==> src/rtl/ppu_nametable_write_arbiter.sv <==
// rtl/ppu_nametable_write_arbiter.sv - name-table write port shared by a CPU write FIFO and a fill engine
// Optional build macro NT_VBLANK_ONLY_EN restricts grants to vblank cycles.
module ppu_nametable_write_arbiter #(
    parameter int ADDR_W     = 13,
    parameter int DATA_W     = 8,
    parameter int NT_SIZE    = 4800,
    parameter int FIFO_DEPTH = 4
) (
    input  logic              clk100mhz,
    input  logic              rst,
    input  logic              cpu_valid,
    output logic              cpu_ready,
    input  logic [ADDR_W-1:0] cpu_addr,
    input  logic [DATA_W-1:0] cpu_data,
    input  logic              fill_start,
    input  logic [ADDR_W-1:0] fill_base,
    input  logic [ADDR_W-1:0] fill_len,
    input  logic [DATA_W-1:0] fill_value,
    output logic              fill_busy,
    output logic              fill_done,
    input  logic              vblank,
    output logic              nameTableWriteEnable,
    output logic [ADDR_W-1:0] nameTableWriteAddr,
    output logic [DATA_W-1:0] nameTableWriteData
);
    localparam int PTR_W = $clog2(FIFO_DEPTH);
    localparam int CNT_W = PTR_W + 1;
    localparam logic [ADDR_W:0]   NT_SIZE_X = (ADDR_W+1)'(NT_SIZE);
    localparam logic [ADDR_W-1:0] NT_SIZE_A = ADDR_W'(NT_SIZE);

    typedef enum logic [1:0] {S_IDLE, S_FILL, S_DONE} fill_state_t;

    fill_state_t state, state_n;

    logic [ADDR_W-1:0] fifo_addr [FIFO_DEPTH];
    logic [DATA_W-1:0] fifo_data [FIFO_DEPTH];
    logic [PTR_W-1:0]  wr_ptr, rd_ptr;
    logic [CNT_W-1:0]  count;

    logic [ADDR_W-1:0] f_base, f_len, f_offset, f_addr;
    logic [DATA_W-1:0] f_value;
    logic              f_addr_vld;
    logic              prefer_fill;

    logic              grant_ok, cpu_req, fill_req, grant_cpu, grant_fill;
    logic              push, fill_last, start_reject;
    logic [ADDR_W-1:0] len_eff, off_sel;
    logic [ADDR_W:0]   addr_sum, addr_wrap;

`ifdef NT_VBLANK_ONLY_EN
    assign grant_ok = vblank;
`else
    logic unused_vblank;
    assign unused_vblank = vblank;
    assign grant_ok      = 1'b1;
`endif

    assign cpu_ready    = (count != CNT_W'(FIFO_DEPTH));
    assign push         = cpu_valid && cpu_ready;
    assign cpu_req      = (count != '0);
    assign fill_req     = (state == S_FILL) && f_addr_vld;
    assign len_eff      = (fill_len >= NT_SIZE_A) ? NT_SIZE_A : fill_len;
    assign start_reject = ({1'b0, fill_base} >= NT_SIZE_X) || (len_eff == '0);
    assign fill_last    = grant_fill && (f_offset == f_len - ADDR_W'(1));

    // Next fill address is precomputed so the output register sees a plain mux.
    assign off_sel   = grant_fill ? f_offset + ADDR_W'(1) : f_offset;
    assign addr_sum  = {1'b0, f_base} + {1'b0, off_sel};
    assign addr_wrap = (addr_sum >= NT_SIZE_X) ? addr_sum - NT_SIZE_X : addr_sum;

    always_comb begin
        grant_cpu  = 1'b0;
        grant_fill = 1'b0;
        if (grant_ok) begin
            if (cpu_req && fill_req) begin
                grant_fill = prefer_fill;
                grant_cpu  = !prefer_fill;
            end else begin
                grant_cpu  = cpu_req;
                grant_fill = fill_req;
            end
        end
    end

    always_comb begin
        state_n   = state;
        fill_busy = (state == S_FILL);
        fill_done = (state == S_DONE);
        case (state)
            S_IDLE: if (fill_start) state_n = start_reject ? S_DONE : S_FILL;
            S_FILL: if (fill_last) state_n = S_DONE;
            S_DONE: state_n = S_IDLE;
            default: state_n = S_IDLE;
        endcase
    end

    always_ff @(posedge clk100mhz or posedge rst) begin
        if (rst) begin
            state       <= S_IDLE;
            f_base      <= '0;
            f_len       <= '0;
            f_offset    <= '0;
            f_addr      <= '0;
            f_value     <= '0;
            f_addr_vld  <= 1'b0;
            prefer_fill <= 1'b0;
        end else begin
            state <= state_n;
            if (state == S_IDLE && fill_start) begin
                f_base     <= fill_base;
                f_len      <= len_eff;
                f_value    <= fill_value;
                f_offset   <= '0;
                f_addr_vld <= 1'b0;
            end else if (state == S_FILL) begin
                f_addr     <= addr_wrap[ADDR_W-1:0];
                f_addr_vld <= 1'b1;
                if (grant_fill) f_offset <= f_offset + ADDR_W'(1);
            end
            if (grant_cpu)       prefer_fill <= 1'b1;
            else if (grant_fill) prefer_fill <= 1'b0;
        end
    end

    always_ff @(posedge clk100mhz) begin
        if (push) begin
            fifo_addr[wr_ptr] <= cpu_addr;
            fifo_data[wr_ptr] <= cpu_data;
        end
    end

    always_ff @(posedge clk100mhz or posedge rst) begin
        if (rst) begin
            wr_ptr <= '0;
            rd_ptr <= '0;
            count  <= '0;
        end else begin
            if (push)      wr_ptr <= wr_ptr + PTR_W'(1);
            if (grant_cpu) rd_ptr <= rd_ptr + PTR_W'(1);
            case ({push, grant_cpu})
                2'b10:   count <= count + CNT_W'(1);
                2'b01:   count <= count - CNT_W'(1);
                default: count <= count;
            endcase
        end
    end

    // Out-of-range CPU entries consume their grant but never strobe.
    always_ff @(posedge clk100mhz or posedge rst) begin
        if (rst) begin
            nameTableWriteEnable <= 1'b0;
            nameTableWriteAddr   <= '0;
            nameTableWriteData   <= '0;
        end else if (grant_cpu) begin
            nameTableWriteEnable <= ({1'b0, fifo_addr[rd_ptr]} < NT_SIZE_X);
            if ({1'b0, fifo_addr[rd_ptr]} < NT_SIZE_X) begin
                nameTableWriteAddr <= fifo_addr[rd_ptr];
                nameTableWriteData <= fifo_data[rd_ptr];
            end
        end else if (grant_fill) begin
            nameTableWriteEnable <= 1'b1;
            nameTableWriteAddr   <= f_addr;
            nameTableWriteData   <= f_value;
        end else begin
            nameTableWriteEnable <= 1'b0;
        end
    end
endmodule
==> config.mk <==
export PLATFORM = sky130hd
export DESIGN_NAME = ppu_nametable_write_arbiter
export DESIGN_NICKNAME = d
export VERILOG_FILES = /design/src/rtl/ppu_nametable_write_arbiter.sv
export SDC_FILE = /design/constraint.sdc
export NUM_CORES = 1
export LEC_CHECK = 0
export ABC_AREA = 1
export CORE_ASPECT_RATIO = 1.25
export CORE_MARGIN = 1.5
export CORE_UTILIZATION = 44
export CTS_CLUSTER_DIAMETER = 80
export DETAILED_ROUTE_END_ITERATION = 10
export GPL_ROUTABILITY_DRIVEN = 0
export GPL_TIMING_DRIVEN = 0
export PLACE_DENSITY_LB_ADDON = 0.15
export SLEW_MARGIN = 0
export SYNTH_ARGS = -nofsm -noshare
export SYNTH_HDL_FRONTEND = slang
export SYNTH_SLANG_ARGS = --single-unit
==> constraint.sdc <==
create_clock -name clk100mhz -period 2.9 [get_ports clk100mhz]
set_input_delay 0.435 -clock clk100mhz [delete_from_list [all_inputs] [get_ports clk100mhz]]
set_output_delay 0.435 -clock clk100mhz [all_outputs]
set_load 0.02 [all_outputs]
Word level (Yosys, flattened, before mapping)

Memory sizes are Yosys's and may differ from the RTL's.
Index checks and enable logic that the tools add are counted.

Bits in registers: 93
Latch bits: 0
Bits in writable memories: 84
Bits in read-only memories: 0
Output and inout port bits: 25
Memories: 2

Memory list:

| memory    | depth | width | rd ports | clocked after Yosys merged registers in | wr ports | RTL line | text |
|---|---|---|---|---|---|---|---|
| fifo_addr | 4     | 13    | 1        | 0                                       | 1        | 35       | `logic [ADDR_W-1:0] fifo_addr [FIFO_DEPTH];` |
| fifo_data | 4     | 8     | 1        | 0                                       | 1        | 36       | `logic [DATA_W-1:0] fifo_data [FIFO_DEPTH];` |

$add $sub $neg: 8
Multipliers: 0
Div/mod/pow operators: 0
Magnitude comparators: 4
Eq/ne operators: 9
Shift operators: 0
Muxes and demuxes: 26
Bitwise gates (word level): 1
Reductions and logical operators: 16

Operators with widths:

| kind                                                                                  | number |
|---|---|
| 13-bit 2-to-1 mux                                                                     | 8 |
| 13-bit greater-or-equal comparator, second input constant                             | 2 |
| 8-bit 2-to-1 mux                                                                      | 3 |
| 13-bit by 13-bit adder with 14-bit output                                             | 1 |
| 14-bit by 13-bit greater-or-equal comparator with 1-bit output, second input constant | 1 |
| 13-bit by 1-bit adder with 13-bit output, second input constant                       | 1 |
| 13-bit == test                                                                        | 1 |
| 13-bit logical NOT                                                                    | 1 |
| 13-bit < comparator, second input constant                                            | 1 |
| 13-bit by 1-bit subtractor with 13-bit output, second input constant                  | 1 |
| 13-bit subtractor, second input constant                                              | 1 |
| 1-bit 2-to-1 mux                                                                      | 10 |
| 2-bit 2-to-1 mux                                                                      | 3 |
| 3-bit case mux with 2 select lines                                                    | 1 |
| 2-bit AND reduction                                                                   | 3 |
| 2-bit nonzero test                                                                    | 3 |
| 1-bit logical AND                                                                     | 5 |
| 2-bit by 1-bit adder with 2-bit output, second input constant                         | 2 |
| 2-bit by 1-bit == test with 1-bit output, second input constant                       | 2 |
| 2-bit == test, second input constant                                                  | 2 |
| 2-bit by 1-bit inequality test with 1-bit output, second input constant               | 2 |
| 2-bit case mux with 2 select lines                                                    | 1 |
| 3-bit by 1-bit adder with 3-bit output, second input constant                         | 1 |
| 3-bit inequality test, second input constant                                          | 1 |
| 7 further kinds                                                                       | 7 |

Longest topological paths before layout

Depth in word-level cells: 8
Mapped depth: 27
Mapped depth without buffers: 27

Worst setup path after synthesis

OpenSTA, ideal clock, no wires.

Kind: reg2reg
From: reg count[0]
To: reg f_addr[11]
Data arrival time: 3.034 ns
Data required time: 2.781 ns
Slack: -0.252 ns
Cell stages (with the launch flop): 28
Period minus slack after synthesis: 3.152 ns
Cell sequence: dfrtp_1 inv_2 nand3_1 nand2_2 nand2_4 inv_2 or2_2 nand2_1 inv_1 ha_1 fa_1 nand2_1 nand3_1 nand3_1 nand2_1 nand2_1 nand2_1 ha_1 inv_1 nand2_1 nand2_1 nand2_1 nand2_2 nand2_2 nand2_1 nand2_1 nand2_1 nand2_1

Longest elaborated chain between the ends: 7
Elaborated cells between the ends (all ways): 8
Classes of those cells: add/sub (2); order compare (1); mux (3); reduce/logical (2)

Ends and longest elaborated chain:

| item                                                                                                | RTL line | text |
|---|---|---|
| start, declared                                                                                     | 38       | `logic [CNT_W-1:0] count;` |
| start signal, assigned                                                                              | 141      | `2'b10: count <= count + CNT_W'(1);` |
| start signal, assigned                                                                              | 142      | `2'b01: count <= count - CNT_W'(1);` |
| start signal, assigned                                                                              | 143      | `default: count <= count;` |
| 3-bit nonzero test *                                                                                | 60       | `assign cpu_req = (count != '0);` |
| 1-bit logical AND *                                                                                 | 75       | `if (cpu_req && fill_req) begin` |
| 1-bit 2-to-1 mux *                                                                                  | 75       |  |
| 13-bit 2-to-1 mux *                                                                                 | n/a      |  |
| 13-bit by 13-bit adder with 14-bit output *                                                         | 68       | `assign addr_sum = {1'b0, f_base} + {1'b0, off_sel};` |
| 13-bit subtractor or 14-bit by 13-bit greater-or-equal comparator with 1-bit output (tied branches) | 69       | `assign addr_wrap = (addr_sum >= NT_SIZE_X) ? addr_sum - NT_SIZE_X : addr_sum;` |
| 13-bit 2-to-1 mux *                                                                                 | 69       |  |
| end signal, assigned                                                                                | 116      | `f_addr <= addr_wrap[ADDR_W-1:0];` |
| end, declared                                                                                       | 40       | `logic [ADDR_W-1:0] f_base, f_len, f_offset, f_addr;` |

Mark *: on every way between the ends. The rest lies on a longest branch, timed or not.
A chain may end at the register's enable or synchronous reset.

Final worst setup path

From: reg state[1]
To: reg f_addr[10]

Longest elaborated chain between the ends: 8
Elaborated cells between the ends (all ways): 13
Classes of those cells: add/sub (2); order compare (1); eq/ne (1); mux (3); bitwise (1); reduce/logical (5)

Ends and longest elaborated chain:

| item                                                                                                | RTL line | text |
|---|---|---|
| start, declared                                                                                     | 33       | `fill_state_t state, state_n;` |
| start signal, assigned                                                                              | 108      | `state <= state_n;` |
| 2-bit by 1-bit == test with 1-bit output                                                            | 61, 115  |  |
| 1-bit logical AND                                                                                   | 61       | `assign fill_req = (state == S_FILL) && f_addr_vld;` |
| 1-bit logical AND                                                                                   | 75       |  |
| 1-bit 2-to-1 mux                                                                                    | 75       |  |
| 13-bit 2-to-1 mux                                                                                   | n/a      |  |
| 13-bit by 13-bit adder with 14-bit output                                                           | 68       |  |
| 13-bit subtractor or 14-bit by 13-bit greater-or-equal comparator with 1-bit output (tied branches) | 69       |  |
| 13-bit 2-to-1 mux                                                                                   | 69       |  |

Parallel ways exist; a longest one is shown, timed or not.

==> impl_metrics.yaml <==
die:
  start_util_pct: 44.6
  die_area_mm2: 0.0205
  rows: 57
  ioPinCount: 85
  die_x_um: 128
  core_area_mm2: 0.0194
  die_y_um: 160
pwr:
  power-per-cell-area_mw_per_mm2: 1060
  irDropWorstVdd_uv: 541
  total_power_mw: 11.8
  p_leak_nw: 4.95
final_layout:
  finalNetCount: 1183
  fin_area_mm2: 0.0112
  antenna_cells: 0
  nFillCells: 1757
  drive_above_1_share_pct: 16.1
  syn_to_final_growth_pct: 28.9
timing:
  tightestPinTransition_ps: 657
  rsz0062_at_grt: "yes"
  hold-worst-slack_ps: 389
  finalCritPeriodShare_pct: 107
  fin_tns_setup_ps: -1250
  hold_viol: 0
  fin_crit_ps: 3110
  skew_ps: 11.5
  maxSlewViolCount: 0
  fmax_mhz: 321
  finalSetupViolCount: 7
  relSlewSlack_pct: 56.1
  fin_ws_ps: -213
synthesis:
  yosys-top-cells-area: "edfxtp_1 (29%), dfrtp_1 (27%), nand2_1 (12%)"
  synth_top_area_cell: "edfxtp_1"
  synth_top_area_share_pct: 29.1
  synthAdderAreaFrac_pct: 3.50
  synth_seq_cells: 177
  synthCells: 969
  synthArstFlopShare_pct: 52.5
  ys_seq_area_share_pct: 56.0
  synth_mux_area_share_pct: 0
  syn_area_per_cell_um2: 8.94
  syn_nets: 1052
  synth.top_cells.by_count: "nand2_1 (287), nor2_1 (127), dfrtp_1 (93)"
  ys.flop_type: "dfrtp_1"
  synthSimpleGateAreaFrac_pct: 23.6
  synthXorXnorAreaFrac_pct: 3.93
  synth_warnings: 0
  synth-edff-count: 84
  synth_top_family_by_area: "simple AND/OR/NAND/NOR gates"
  ys_types: 45
  synth_area_mm2: 0.00866
  yosysMostFrequentCell: "nand2_1"
  synth_compound_area_share_pct: 7.31
clocking:
  numCtsBuffers: 17
  htree_num_levels: 4
  cts_num_sinks: 177
  hold_buffers: 0
  cts_buffer_depth: 2
  clock_latency_ps: 430
  cts_root_buf: "clkbuf_16"
  cts_tree: "built"
  clkTransAtPathRegs_ps: 80
status:
  status: "finished with violations"
  violations: "setup timing"
detailed_routing:
  via_per_inst: 4.89
  final_antenna_net_count: 0
  avgRoutedWirePerCell_um: 15.1
  wl_um: 20800
  drcViolationCount: 0
  drtIter0Drc: 280
  num_vias: 6739
  first_pass_iters: 5
setup_path:
  rr_worst_depth: 25
  cpMostUsedCell: "nand2_1"
  slowest_delay_ps: 390
  crit_buf_inv: 3
  cp_data_arrival_time_ps: 3440
  r2r-start: "state[1]"
  critPathLaunchType: "register"
  path_delay_family: "simple AND/OR/NAND/NOR gates"
  crit-reg2reg-capture: "f_addr[10]"
  cp-end-kind: "register"
  critical_path_class: "register to register"
  cp_data_required_time_ps: 3230
  slowest_stage: "dfrtp_1"
  cp_max_fo: 8
  ff2ff_setup_slack_ps: -210
placement:
  io_buffer_count: 83
  dp_hpwl_um: 14900
  dpl_cell_area_mm2: 0.0100
min_path:
  hold_class: "input pin to async pin"
global_routing:
  grt_use_total_pct: 21.5
  grt_pass1_wl_um: 33900
  grt.overflow.total: 0
  antenna_found_initial: 0
  grt_pass1_vias: 6792
  grt_max_degree: 57
job:
  drv_cap: 0
[placed cells by master (no fill, tap or decap), types with 17 or more instances in the layout]
cell type,count
nand2_2,18
clkbuf_16,17
nand3_1,36
nand2_1,268
clkbuf_1,18
clkdlybuf4s50_1,83
edfxtp_1,84
inv_1,74
o21ai_0,67
nor2_1,117
dfrtp_1,91
buf_4,26
xor2_1,19
[through the flow]
step,cells,util [%],worst slack (ps)
2_1_floorplan,969,-,-17.0
3_3_place_gp,1317,51.0,-1520
3_5_place_dp,1322,51.6,-534
4_1_cts,1371,56.7,-178
5_1_grt,1378,57.5,-421
6_report,1378,57.5,-213
[final cells by class]
type	instances	area [um2]	share of cell area [%]
repair buffers	112	1110	9.96
plain buffers	32	141	1.27
clock buffers	17	425	3.81
inverters	92	353	3.16
flip-flops and latches	177	4850	43.5
clock inverters	15	159	1.42
well taps	265	332	2.97
multi-input cells	668	3790	33.9
[layer usage]
metal | track usage (%) | wire, um | vias to the layer above
li1 | - | - | 3397
met1 | 25.8 | 8670 | 3186
met2 | 39.3 | 11200 | 133
met3 | 3.65 | 665 | 23
met4 | 6.08 | 264 | 0
met5 | 0 | 0 | -
[worst register-to-register path, cell delays in order (launching register included)]
cell and delay [ps]:
dfrtp_1 390, inv_2 100, nand2_8 70, nor2_8 140, nand2_8 90, nor2_4 120
xor2_1 220, inv_1 110, ha_2 320, nand2_1 110, nand3_2 150, nand2_2 100
nand2_1 60, nand2_1 70, nand2_2 90, ha_4 170, inv_2 40, nand2_2 50
nand2_2 80, nand2_2 80, nand2_4 120, nand2_4 90, nand2_1 70, nand2_1 70
nand2_1 60, nand2_1 50
[kinds of logic (layout without fill, tap and decap cells)]
family | after synthesis | after routing
AND/OR/NAND/NOR | 492 | 492
flip-flops | 177 | 177
buffers and inverters | 124 | 268
AO/OA/AOI/OAI | 115 | 115
XOR/XNOR | 38 | 38
adder cells (fa/ha/maj) | 23 | 23
[power breakdown]
part	switching (mW)	internal [mW]
clock network	1.12	1.16
registers	0.495	3.48
logic	3.39	2.16
total	5.01	6.80
[sequential cells by signal, summed over array words and instances (netlist names), 2 cells and up]
name                flops
fifo_addr              52
fifo_data              32
f_addr                 13
f_base                 13
f_len                  13
f_offset               13
nameTableWriteAddr     13
f_value                 8
nameTableWriteData      8
count                   3
rd_ptr                  2
state                   2
wr_ptr                  2
[what timing repair did]
| item | in CTS | in global routing |
|---|---|---|
| setup buffers | 17 | 7 |
| setup endpoints to repair | 7 | 7 |
| gates resized for setup | 52 | 25 |
| pin swaps | 32 | 25 |
[worst max-delay path by stage]
| stage | from | endpoint | slack [ps] | depth (start not counted) |
|---|---|---|---|---|
| final | state[1] | f_addr[10] | -210 | 25 |
| after detailed placement | state[1] | f_addr[10] | -530 | 26 |
| after global placement | rst | f_addr[8] | -1520 | 2 |
| after CTS | state[1] | f_addr[10] | -180 | 24 |
| after global routing | state[1] | f_addr[11] | -420 | 25 |
| after floorplan | state[0] | f_addr[10] | -20 | 26 |
No activity file was read; power rests on OpenSTA's default activity.
==> RTL edit, RTL diff (same flow settings) <==
Set the parameter `FIFO_DEPTH` to 8 (it was 4).
--- a/src/rtl/ppu_nametable_write_arbiter.sv
+++ b/src/rtl/ppu_nametable_write_arbiter.sv
@@ -4,7 +4,7 @@
     parameter int ADDR_W     = 13,
     parameter int DATA_W     = 8,
     parameter int NT_SIZE    = 4800,
-    parameter int FIFO_DEPTH = 4
+    parameter int FIFO_DEPTH = 8
 ) (
     input  logic              clk100mhz,
     input  logic              rst,
Check against the original RTL: not equivalent (Yosys sat finds a counterexample within 10 cycles, from zero or initial values and one cycle with rst high).
==> RTL edit against the unedited design <==
- the flow still finishes with violations (negative setup slack)
- synthesized area rose by 39%
- wire length increased by 51%
- non-clock buffer count rose by 23
- sequential cell count up 87
- combinational power about the same
- design area up 36%
- largest power group unchanged
- total power rose by 22%
- critical path type unchanged
- via count up 35%
- die area increased by 38%
- utilization down 1.1 points
- setup slack got worse by 0.10 ns
- sequential share of layout area rose by 5.8 points
==> RTL edit: results (changes against the unedited design) <==
Parameter                              Value

Outcome
  Violations in the final reports ... negative setup slack (unchanged)
  Result of the run ... finished with violations (unchanged)

Detailed routing
  First drt pass iteration count ... 6 (was 5)
  Routed wire length ... 31.4 mm (was 20.8 mm)
  Vias/cell ... 5.28 (was 4.89)
  Initial drt markers ... 457 (was 280)

Final layout
  Final net count ... 1,435 (was 1,183)
  Ratio of cells with drive above 1 in the final layout ... 15.4% (was 16.1%)
  Largest register FFs ... 104 (was 52)
  Largest registers ... fifo_addr (104), fifo_data (64) (was fifo_addr (52), fifo_data (32))
  Non-filler cells in the finished layout ... 1,719 (was 1,378)

Global route
  Vias in the first global route ... 9,119 (was 6,792)
  GR Util met1 ... 27.4% (was 25.8%)
  Total routing usage reported by global routing ... 22.6% (was 21.5%)
  Largest net degree at the start of global routing ... 41 (was 57)
  GR met3 Demand/Resource ... 2.90% (was 3.65%)
  Wire length of the first global-routing pass ... 48.9 mm (was 33.9 mm)

CTS
  Worst-path clk slew ... 0.06 ns (was 0.08 ns)
  H-tree level count ... 1 (was 4)
  Clock buffers created by TritonCTS ... 28 (was 17)
  Worst skew pair latency ... 0.54 ns (was 0.43 ns)
  Maximum clock insertion buffer count ... 3 (was 2)

Logic synthesis
  Cells taking the most area after synthesis ... sky130_fd_sc_hd__edfxtp_1, sky130_fd_sc_hd__dfrtp_1, sky130_fd_sc_hd__nand2_1, sky130_fd_sc_hd__o21ai_0, sky130_fd_sc_hd__nor2_1 (was sky130_fd_sc_hd__edfxtp_1, sky130_fd_sc_hd__dfrtp_1, sky130_fd_sc_hd__nand2_1, sky130_fd_sc_hd__nor2_1, sky130_fd_sc_hd__o21ai_0)
  Most used flip-flop cell after synthesis ... sky130_fd_sc_hd__edfxtp_1 (was sky130_fd_sc_hd__dfrtp_1)
  Most instantiated cells after synthesis ... sky130_fd_sc_hd__nand2_1, sky130_fd_sc_hd__edfxtp_1, sky130_fd_sc_hd__nor2_1 (was sky130_fd_sc_hd__nand2_1, sky130_fd_sc_hd__nor2_1, sky130_fd_sc_hd__dfrtp_1)
  Cell count after synthesis ... 1,200 (was 969)
  Sequential-to-total area share from yosys stat ... 62.0% (was 56.0%)
  Fraction of registers with async set/reset ... 36.4% (was 52.5%)
  EDFF count, synth ... 168 (was 84)
  Syn nets ... 1,283 (was 1,052)
  Number of unique standard cell types used by synthesis ... 38 (was 45)

STA
  Minimum setup slack in the final design ... -0.316 ns (was -0.213 ns)
  Maximum clock skew at final layout ... 0.0144 ns (was 0.0115 ns)
  Max transition margin ... 46.9% (was 56.1%)
  Number of failing setup endpoints in the final timing report ... 7 (unchanged)

Worst setup path
  Worst path arrival time ... 3.64 ns (was 3.44 ns)
  CP max stage cell ... sky130_fd_sc_hd__dfrtp_1 (unchanged)
  Crit path max fanout ... 8 (unchanged)

Pwr
  Max IR drop VDD ... 523 uV (was 541 uV)

Place
  Placed instance count ... 1,637 (was 1,322)
  Worst setup timing slack at the placement stage ... -0.920 ns (was -0.534 ns)
  HPWL after detailed placement ... 21.9 mm (was 14.9 mm)
[RTL edit: path summary, 6_finish.rpt]
check                           slack [ns]  cells past startpoint                   start                      to
worst max-delay path                 -0.32                     25                state[1]               f_addr[7]
worst min-delay path                  0.27                      2                     rst                f_len[1]
worst max register to register       -0.32                     25                state[1]               f_addr[7]
worst min register to register        0.49                      2  nameTableWriteAddr[10]  nameTableWriteAddr[10]
max in group asynchronous             2.06                      3                     rst               f_addr[2]
min in group clk100mhz                0.44                      3           fill_value[7]              f_value[7]
[RTL edit: final cells by class]
cell class                 count  area (sq um)
buffer                        46           200
clock buffer                  34           744
clock inverter                18           224
fill                        2281         11700
inverter                     105           402
multi-input combinational    786          4450
sequential                   264          7450
tap                          345           432
timing repair buffer         121          1230
[RTL edit: stage by stage]
step,instance area [sq um],TNS (ns)
2_1_floorplan,12200,-0.555
3_3_place_gp,13400,-105.90
3_5_place_dp,13600,-6.23
4_1_cts,15000,-2.28
5_1_grt,15100,-3.63
6_report,15100,-1.99
[RTL edit: what timing repair did]
item,in CTS,in global routing
hold buffers,0,0
pin swaps,36,16
endpoints found under the setup margin,9,9
hold endpoints to repair,0,0
buffers inserted,22,7
resized for setup,53,24
cloned,1,0
[RTL edit: cells by family (layout without fill, tap and decap cells)]
kind of cell / Yosys count / after routing / synth area share [%]
AO/OA/AOI/OAI: 217 / 217 / 10.3
flip-flops: 264 / 264 / 62.0
adder cells (fa/ha/maj): 23 / 23 / 2.52
XOR/XNOR: 40 / 40 / 2.98
buffers and inverters: 151 / 324 / 4.90
AND/OR/NAND/NOR: 505 / 506 / 17.3
[RTL edit: where the power goes]
part           internal (W)  leakage, nW  switching [W]
sequential          0.00477         2.67       0.000378
clock               0.00227        0.467        0.00147
combinational       0.00194         3.02        0.00361
total               0.00898         6.15        0.00545
[RTL edit: per-layer routing]
metal  part of all wire [%]  vias to the layer above
met2                     51                      241
li1                       -                     4376
met4                    3.5                        0
met5                      0                        -
met3                    4.7                       60
met1                     40                     4405
